File: config.mk
export PLATFORM = sky130hd
export DESIGN_NAME = eq_gain_loader
export DESIGN_NICKNAME = d
export VERILOG_FILES = /design/src/rtl/eq_gain_loader.sv
export SDC_FILE = /design/constraint.sdc
export NUM_CORES = 1
export LEC_CHECK = 0
export ABC_CLOCK_PERIOD_IN_PS = 7270
export BUFFER_PORTS_ARGS = -buffer_cell sky130_fd_sc_hd__buf_2
export CELL_PAD_IN_SITES_DETAIL_PLACEMENT = 0
export CELL_PAD_IN_SITES_GLOBAL_PLACEMENT = 2
export CORE_UTILIZATION = 38
export CTS_CLUSTER_DIAMETER = 50
export CTS_CLUSTER_SIZE = 10
export DETAILED_ROUTE_END_ITERATION = 10
export MAX_ROUTING_LAYER = met4
export PLACE_DENSITY_LB_ADDON = 0.1
export SETUP_SLACK_MARGIN = 0.15
export SLEW_MARGIN = 15
export SYNTH_ARGS = -nofsm -noshare
export SYNTH_HDL_FRONTEND = slang
export SYNTH_SLANG_ARGS = --single-unit
File: constraint.sdc
create_clock -name clk -period 7.27 [get_ports clk]
set_clock_uncertainty 0.15 [all_clocks]
set_input_delay 1.454 -clock clk [delete_from_list [all_inputs] [get_ports clk]]
set_output_delay 1.454 -clock clk [all_outputs]
set_load 0.005 [all_outputs]
File: src/rtl/eq_gain_loader.sv
// Host byte writes land in a shadow gain table; changed bands are pushed to the
// equalizer one per clock, starting only at an audio sample boundary.
module eq_gain_loader #(
  parameter int          num_of_filters = 4,
  parameter logic [15:0] GAIN_RESET     = 16'h4000
) (
  input  logic                      clk,
  input  logic                      reset,
  input  logic                      host_wr,
  input  logic [7:0]                host_addr,
  input  logic [7:0]                host_data,
  input  logic [7:0]                rd_addr,
  output logic [7:0]                rd_data,
  input  logic                      sample_en,
  output logic                      eq_wr,
  output logic [num_of_filters-1:0] eq_wr_sel,
  output logic [7:0]                eq_gain_lsb,
  output logic [7:0]                eq_gain_msb,
  output logic                      busy
);

  localparam int NF = num_of_filters;

  typedef enum logic {IDLE, COMMIT} state_t;

  state_t        state;
  logic [15:0]   shadow      [NF];
  logic [15:0]   commit_gain [NF];
  logic [NF-1:0] pending;
  logic [NF-1:0] commit_mask;
  logic [NF-1:0] lsb_we;
  logic [NF-1:0] msb_we;
  logic [NF-1:0] sel_idx;
  logic [NF-1:0] sel_onehot;
  logic [NF-1:0] mask_next;
  logic [15:0]   sel_gain;
  logic [7:0]    rd_byte;
  logic          start;

  // Band decode: band b owns bytes 2b/2b+1, anything else matches no band.
  always_comb begin
    lsb_we = '0;
    msb_we = '0;
    for (int i = 0; i < NF; i++) begin
      if (host_wr && host_addr[7:1] == 7'(i)) begin
        if (host_addr[0]) msb_we[i] = 1'b1;
        else              lsb_we[i] = 1'b1;
      end
    end
  end

  always_comb begin
    rd_byte = '0;
    for (int i = 0; i < NF; i++) begin
      if (rd_addr[7:1] == 7'(i))
        rd_byte = rd_addr[0] ? shadow[i][15:8] : shadow[i][7:0];
    end
  end

  // Lowest set bit of the in-flight mask wins; scanning downward leaves it last.
  always_comb begin
    sel_idx    = '0;
    sel_onehot = '0;
    sel_gain   = '0;
    for (int i = NF - 1; i >= 0; i--) begin
      if (commit_mask[i]) begin
        sel_idx    = NF'(i);
        sel_onehot = '0;
        sel_onehot[i] = 1'b1;
        sel_gain   = commit_gain[i];
      end
    end
  end

  assign mask_next = commit_mask & ~sel_onehot;
  assign start     = (state == IDLE) && sample_en && (pending != '0);

  always_ff @(posedge clk) begin
    if (reset) begin
      state       <= IDLE;
      pending     <= '1;
      commit_mask <= '0;
      for (int i = 0; i < NF; i++) begin
        shadow[i]      <= GAIN_RESET;
        commit_gain[i] <= GAIN_RESET;
      end
      eq_wr       <= 1'b0;
      eq_wr_sel   <= '0;
      eq_gain_lsb <= '0;
      eq_gain_msb <= '0;
      busy        <= 1'b0;
      rd_data     <= '0;
    end else begin
      rd_data <= rd_byte;

      for (int i = 0; i < NF; i++) begin
        if (lsb_we[i]) shadow[i][7:0]  <= host_data;
        if (msb_we[i]) shadow[i][15:8] <= host_data;
      end

      // A same-cycle MSB write misses the snapshot, so its pending bit survives.
      pending <= (start ? '0 : pending) | msb_we;

      case (state)
        IDLE: begin
          eq_wr <= 1'b0;
          busy  <= 1'b0;
          if (start) begin
            commit_mask <= pending;
            for (int i = 0; i < NF; i++) commit_gain[i] <= shadow[i];
            state <= COMMIT;
          end
        end
        COMMIT: begin
          eq_wr       <= 1'b1;
          busy        <= 1'b1;
          eq_wr_sel   <= sel_idx;
          eq_gain_lsb <= sel_gain[7:0];
          eq_gain_msb <= sel_gain[15:8];
          commit_mask <= mask_next;
          if (mask_next == '0) state <= IDLE;
        end
        default: state <= IDLE;
      endcase
    end
  end

endmodule

==> flow_summary.toml, run 1 <==
[status]
outcome = "complete, no violations"

[final_layout]
nFillCells = 1751
synthToLayoutAreaGrowth_pct = 13.8
multi_input_area_um2 = 2560
final_cell_mix = "128 x edfxtp_1, 121 x and2_1, 55 x buf_2"
nNetsFinal = 617
drive_above_1_share_pct = 20.6
fin_cells = 837
final_common_cell = "edfxtp_1"
seq_area_um2 = 4560

[clock_tree]
cts.reportedPaths.clkPinSlew_ns = 0.06
post_cts_resized = 0
clock_latency_ns = 0.42
cts_buffer_depth = 2
htreeDepth = 4
cts_root_buffer = "clkbuf_16"
clock_sinks = 164
post-cts-setup-buffers = 0
cts_inserted_buffers = 17
hold_buffers = 0
cts_tree = "built"

[setup_path]
slowest_stage = "or3_4"
crit_fanout = 12
cp_data_arrival_time_ns = 3.28
max_stage_delay_ns = 0.61
path_cells = "buf_2 > nand2b_1 > or3_4 > o21ai_1"
critical_path_class = "primary input to flip-flop"
worstSetupEndpointType = "flip-flop"
crit_required_ns = 7.17
start_kind = "primary input"

[route]
viasPerCell = 5.02
first_iter_violations = 230
ant_nets = 0
wire_per_inst_um = 20.0
drc = 0
via_count = 4204
wirelength_um = 16800
drtPass1Iterations = 4

[sta]
period_share_pct = 46.4
rsz0062_at_grt = "no"
worstMarginPinSlew_ns = 1.09
setup_viol = 0
slew_violations = 0
hold_violations = 0
relSlewSlack_pct = 26.4
layout_min_cycle_time_ns = 3.37
tns_ns = 0
whs_ns = 0.313
fmax_ghz = 0.296

[yosys]
yosys.area_share.simple_pct = 20.0
synth_fa_ha_area_share_pct = 0.137
synth.distinct_cells = 50
synthXorXnorAreaFrac_pct = 0
synth-compound-area-share_pct = 10.3
synth_mux_area_share_pct = 4.35
synth_top_family_by_area = "simple AND/OR/NAND/NOR gates"
postSynthCellCount = 550
async_flop_share_pct = 0
yosysSeqAreaShare_pct = 62.4
netlist_area_um2 = 7310
synth_edf_count = 128
postSynthAreaPerCell_um2 = 13.3
yosys_warnings = 0
synth_top_flop_cell = "edfxtp_1"
synth-seq-cells = 164

[floorplan]
io_pins = 58
fp-row-count = 50
initial_core_util_pct = 39.0
die_area_um2 = 19800
fp.dieH_um = 141
dieWidth_um = 141
core_um2 = 18800

[global_route]
grt_pass1_vias = 4201
grt_first_pass_wirelength_um = 26000
overflow = 0
antenna_found_initial = 1
grt_start_max_net_pins = 66
grt_usage_pct = 18.6

[placement]
dp.cells = 804
portBuffers = 55
gp_congestion = 0.812
hpwl_um = 12300

[pwr]
power.share.clock_pct = 40.7
p_sw_uw = 482
switching_share_pct = 22.9
p_comb_share_pct = 6.6
peakVddDrop_uv = 177
leakagePower_nw = 3.17
p_per_area_nw_per_um2 = 253
pwr-share-seq_pct = 52.6
internal_power_mw = 1.63

[flow_run]
maxCapViolations = 0

[min_path]
hold_path.class = "flip-flop to flip-flop"
-- worst max-delay path: cells and delay by family --
kind / cells / cell delay, ns
and+or+nand+nor: 2 / 1.12
buffers and inverters: 1 / 0.09
AOI/OAI and AO/OA: 1 / 0.61
-- final timing paths --
kind / slack [ns] / start / cells past startpoint / endpoint
max: 3.90 / host_addr[4] / 4 / shadow[2][12]
min reg2reg: 0.31 / eq_wr_sel[0] / 2 / eq_wr_sel[0]
min: 0.31 / eq_wr_sel[0] / 2 / eq_wr_sel[0]
max reg2reg: 4.58 / commit_mask[1] / 3 / eq_gain_msb[4]
-- state kept, by name (all words and copies together) (netlist names) --
signal / cells
busy: 1
commit_gain: 64
commit_mask: 4
eq_gain_lsb: 8
eq_gain_msb: 8
eq_wr_sel: 2
pending: 4
rd_data: 8
shadow: 64
state: 1
-- synth_stat cells (6+ instances only) --
master,number,share of area (%)
o221ai_1,17,2.0
buf_2,13,0.89
nor2b_1,24,2.1
and3b_1,16,1.9
nor2_1,7,0.36
a21o_1,19,2.0
clkbuf_1,22,1.1
dfxtp_1,36,9.9
o21ai_1,6,0.41
mux4_2,8,2.5
a21oi_1,38,2.6
mux2i_1,7,0.96
nor4_4,6,1.7
edfxtp_1,128,53
a211oi_1,8,0.82
mux2_2,6,0.92
and2_1,121,10
nand2b_1,16,1.4
-- per-stage QoR --
stage | util [%] | area, um^2 | worst slack, ns | power [mW]
6_report | 44.3 | 8320 | 3.90 | 2.11
5_1_grt | 44.3 | 8320 | 3.76 | 2.18
4_1_cts | 44.3 | 8320 | 3.87 | 2.13
3_5_place_dp | 41.3 | 7750 | 3.42 | 1.27
3_3_place_gp | 41.3 | 7750 | 3.50 | 1.27
2_1_floorplan | - | 7320 | 0.334 | 1.21
-- power groups by stage --
stage	sequential, mW	clock, mW	combinational [mW]
after floorplan	1.11	0	0.106
after global placement	1.13	0	0.141
after detailed placement	1.13	0	0.142
after CTS	1.11	0.876	0.143
after global routing	1.12	0.912	0.157
final	1.11	0.859	0.140
-- kinds of logic (layout without fill, tap and decap cells) --
| group | count (synthesis) | count (layout) |
|---|---|---|
| simple gates | 211 | 211 |
| flops | 164 | 164 |
| compound gates | 108 | 108 |
| buf+inv | 44 | 95 |
| mux | 21 | 21 |
| fa+ha+maj | 1 | 1 |
| other cells | 1 | 3 |
-- final cells by class --
| cell class | count | area share (%) |
|---|---|---|
| Antenna cell | 1 | 0.0301 |
| Clock buffer | 22 | 5.70 |
| Clock inverter | 10 | 1.19 |
| Inverter | 3 | 0.135 |
| Multi-Input combinational cell | 343 | 30.8 |
| Sequential cell | 164 | 54.8 |
| Tap cell | 234 | 3.52 |
| Timing Repair Buffer | 60 | 3.76 |
-- per-layer routing --
layer / vias up / global-route usage [%] / wire, um
li1: 2099 / - / -
met1: 2007 / 26.4 / 8750
met2: 79 / 26.6 / 7320
met3: 19 / 3.50 / 465
met4: 0 / 6.98 / 237
met5: - / - / 0
No activity file was read; power rests on OpenSTA's default activity.
==> run 2: changes to the inputs <==
--- a/config.mk
+++ b/config.mk
@@ -5,11 +5,11 @@
 export SDC_FILE = /design/constraint.sdc
 export NUM_CORES = 1
 export LEC_CHECK = 0
-export ABC_CLOCK_PERIOD_IN_PS = 7270
+export ABC_CLOCK_PERIOD_IN_PS = 3360
 export BUFFER_PORTS_ARGS = -buffer_cell sky130_fd_sc_hd__buf_2
 export CELL_PAD_IN_SITES_DETAIL_PLACEMENT = 0
 export CELL_PAD_IN_SITES_GLOBAL_PLACEMENT = 2
-export CORE_UTILIZATION = 38
+export CORE_UTILIZATION = 42
 export CTS_CLUSTER_DIAMETER = 50
 export CTS_CLUSTER_SIZE = 10
 export DETAILED_ROUTE_END_ITERATION = 10
==> constraint.sdc (replaced) <==
create_clock -name clk -period 3.36 [get_ports clk]
set_clock_uncertainty 0.15 [all_clocks]
set_input_delay 0.672 -clock clk [delete_from_list [all_inputs] [get_ports clk]]
set_output_delay 0.672 -clock clk [all_outputs]
set_load 0.005 [all_outputs]
==> run 2 against run 1 <==
Die area down 9.4%. Worst setup slack worse by 2.9 ns. Total power up 120%. First-iteration DRC count up 6.1%.
==> flow_summary.toml, run 2 (same netlist as run 1, synthesis figures left out) <==
[floorplan]
fp-row-count = 47
initial_core_util_pct = 43.5
fp.dieH_um = 134
die_area_um2 = 17900
core_um2 = 16800
dieWidth_um = 134
io_pins = 58

[setup_path]
cp_data_arrival_time_ns = 2.33
r2r-end = "commit_gain[0][3]"
max_stage_delay_ns = 0.67
crit_end = "shadow[0][0]"
slowest_stage = "or4_4"
rr_worst_depth = 3
critical_path_class = "primary input to flip-flop"
path_cells = "buf_2 > or4_4 > nor3_1 > a21o_1"
worstSetupEndpointType = "flip-flop"
rrSetupSlack_ns = 1.01
crit_fanout = 12
startpoint = "host_addr[3]"
crit_required_ns = 3.29
r2r_start = "state"
start_kind = "primary input"

[route]
via_count = 4386
drtPass1Iterations = 4
drc = 0
first_iter_violations = 244
wire_per_inst_um = 19.7
ant_nets = 0
wirelength_um = 16500
viasPerCell = 5.25

[sta]
whs_ns = 0.316
slew_violations = 0
layout_min_cycle_time_ns = 2.40
hold_violations = 0
period_share_pct = 71.4
relSlewSlack_pct = 26.8
worstMarginPinSlew_ns = 1.09
rsz0062_at_grt = "no"
fmax_ghz = 0.417
tns_ns = 0
setup_viol = 0

[flow_run]
maxCapViolations = 0

[pwr]
leakagePower_nw = 3.25
p_total_mw = 4.60
p_per_area_nw_per_um2 = 546
peakVddDrop_uv = 355

[clock_tree]
cts.reportedPaths.clkPinSlew_ns = 0.06
post-cts-setup-buffers = 0
hold_buffers = 0
htreeDepth = 4
clock_latency_ns = 0.42
post_cts_resized = 0
cts_buffer_depth = 2
cts_root_buffer = "clkbuf_16"
clock_sinks = 164
cts_tree = "built"
cts_inserted_buffers = 17

[final_layout]
final_common_cell = "edfxtp_1"
antenna_cells = 0
nNetsFinal = 630
final_cell_mix = "128 x edfxtp_1, 121 x and2_1, 55 x buf_2"
synthToLayoutAreaGrowth_pct = 15.1
reg_top3 = "commit_gain: 64 flops, shadow: 64 flops"
drive_above_1_share_pct = 22.1

[global_route]
grt_usage_pct = 20.3
overflow = 0
antenna_found_initial = 0
grt_pass1_vias = 4356
grt_start_max_net_pins = 53
grt_first_pass_wirelength_um = 25700

[placement]
portBuffers = 55
hpwl_um = 12400
gp_congestion = 0.827

[min_path]
hold_path.class = "flip-flop to flip-flop"

[status]
outcome = "complete, no violations"
==> run 2: metrics by stage <==
step	area (um^2)	utilization [%]	worst slack, ns	std cells
6_report	8410	50.0	0.960	835
2_1_floorplan	7320	-	0.154	551
4_1_cts	8410	50.0	0.983	835
3_3_place_gp	7840	46.6	0.588	803
5_1_grt	8410	50.0	0.852	835
3_5_place_dp	7840	46.6	0.548	803
==> run 2: worst max-delay path: cells and delay by family <==
family,cells,cell delay [ns]
simple gates,2,1.13
compound gates,1,0.42
buf+inv,1,0.09
==> run 2: per-layer routing <==
layer	track usage (%)	share of wire [%]	wire length, um	vias up
met1	28.8	50	8160	2132
li1	-	-	-	2125
met2	28.8	45	7330	111
met5	-	0	0	-
met4	7.51	1.5	246	0
met3	3.70	4.4	719	18
==> run 2: where the power goes <==
part | leakage [nW] | switching [mW] | internal (mW)
registers | 1.59 | 0.0792 | 2.32
clock network | 0.278 | 0.768 | 1.11
logic | 1.38 | 0.186 | 0.137
total | 3.25 | 1.03 | 3.56
==> run 2: area by class of cell <==
class / instances / area [um^2]
tap: 220 / 275
inverter: 3 / 11.3
sequential: 164 / 4560
fill: 1502 / 8400
timing repair buffer: 73 / 423
clock buffer: 20 / 447
multi-input combinational: 343 / 2560
clock inverter: 12 / 129
==> run 2: how the worst min path moves through the flow <==
stage                     cells past startpoint         start      endpoint
after floorplan                               2  eq_wr_sel[0]  eq_wr_sel[0]
after global placement                        2  eq_wr_sel[0]  eq_wr_sel[0]
after global routing                          2  eq_wr_sel[0]  eq_wr_sel[0]
final                                         2  eq_wr_sel[0]  eq_wr_sel[0]
after CTS                                     2  eq_wr_sel[0]  eq_wr_sel[0]
after detailed placement                      2  eq_wr_sel[0]  eq_wr_sel[0]
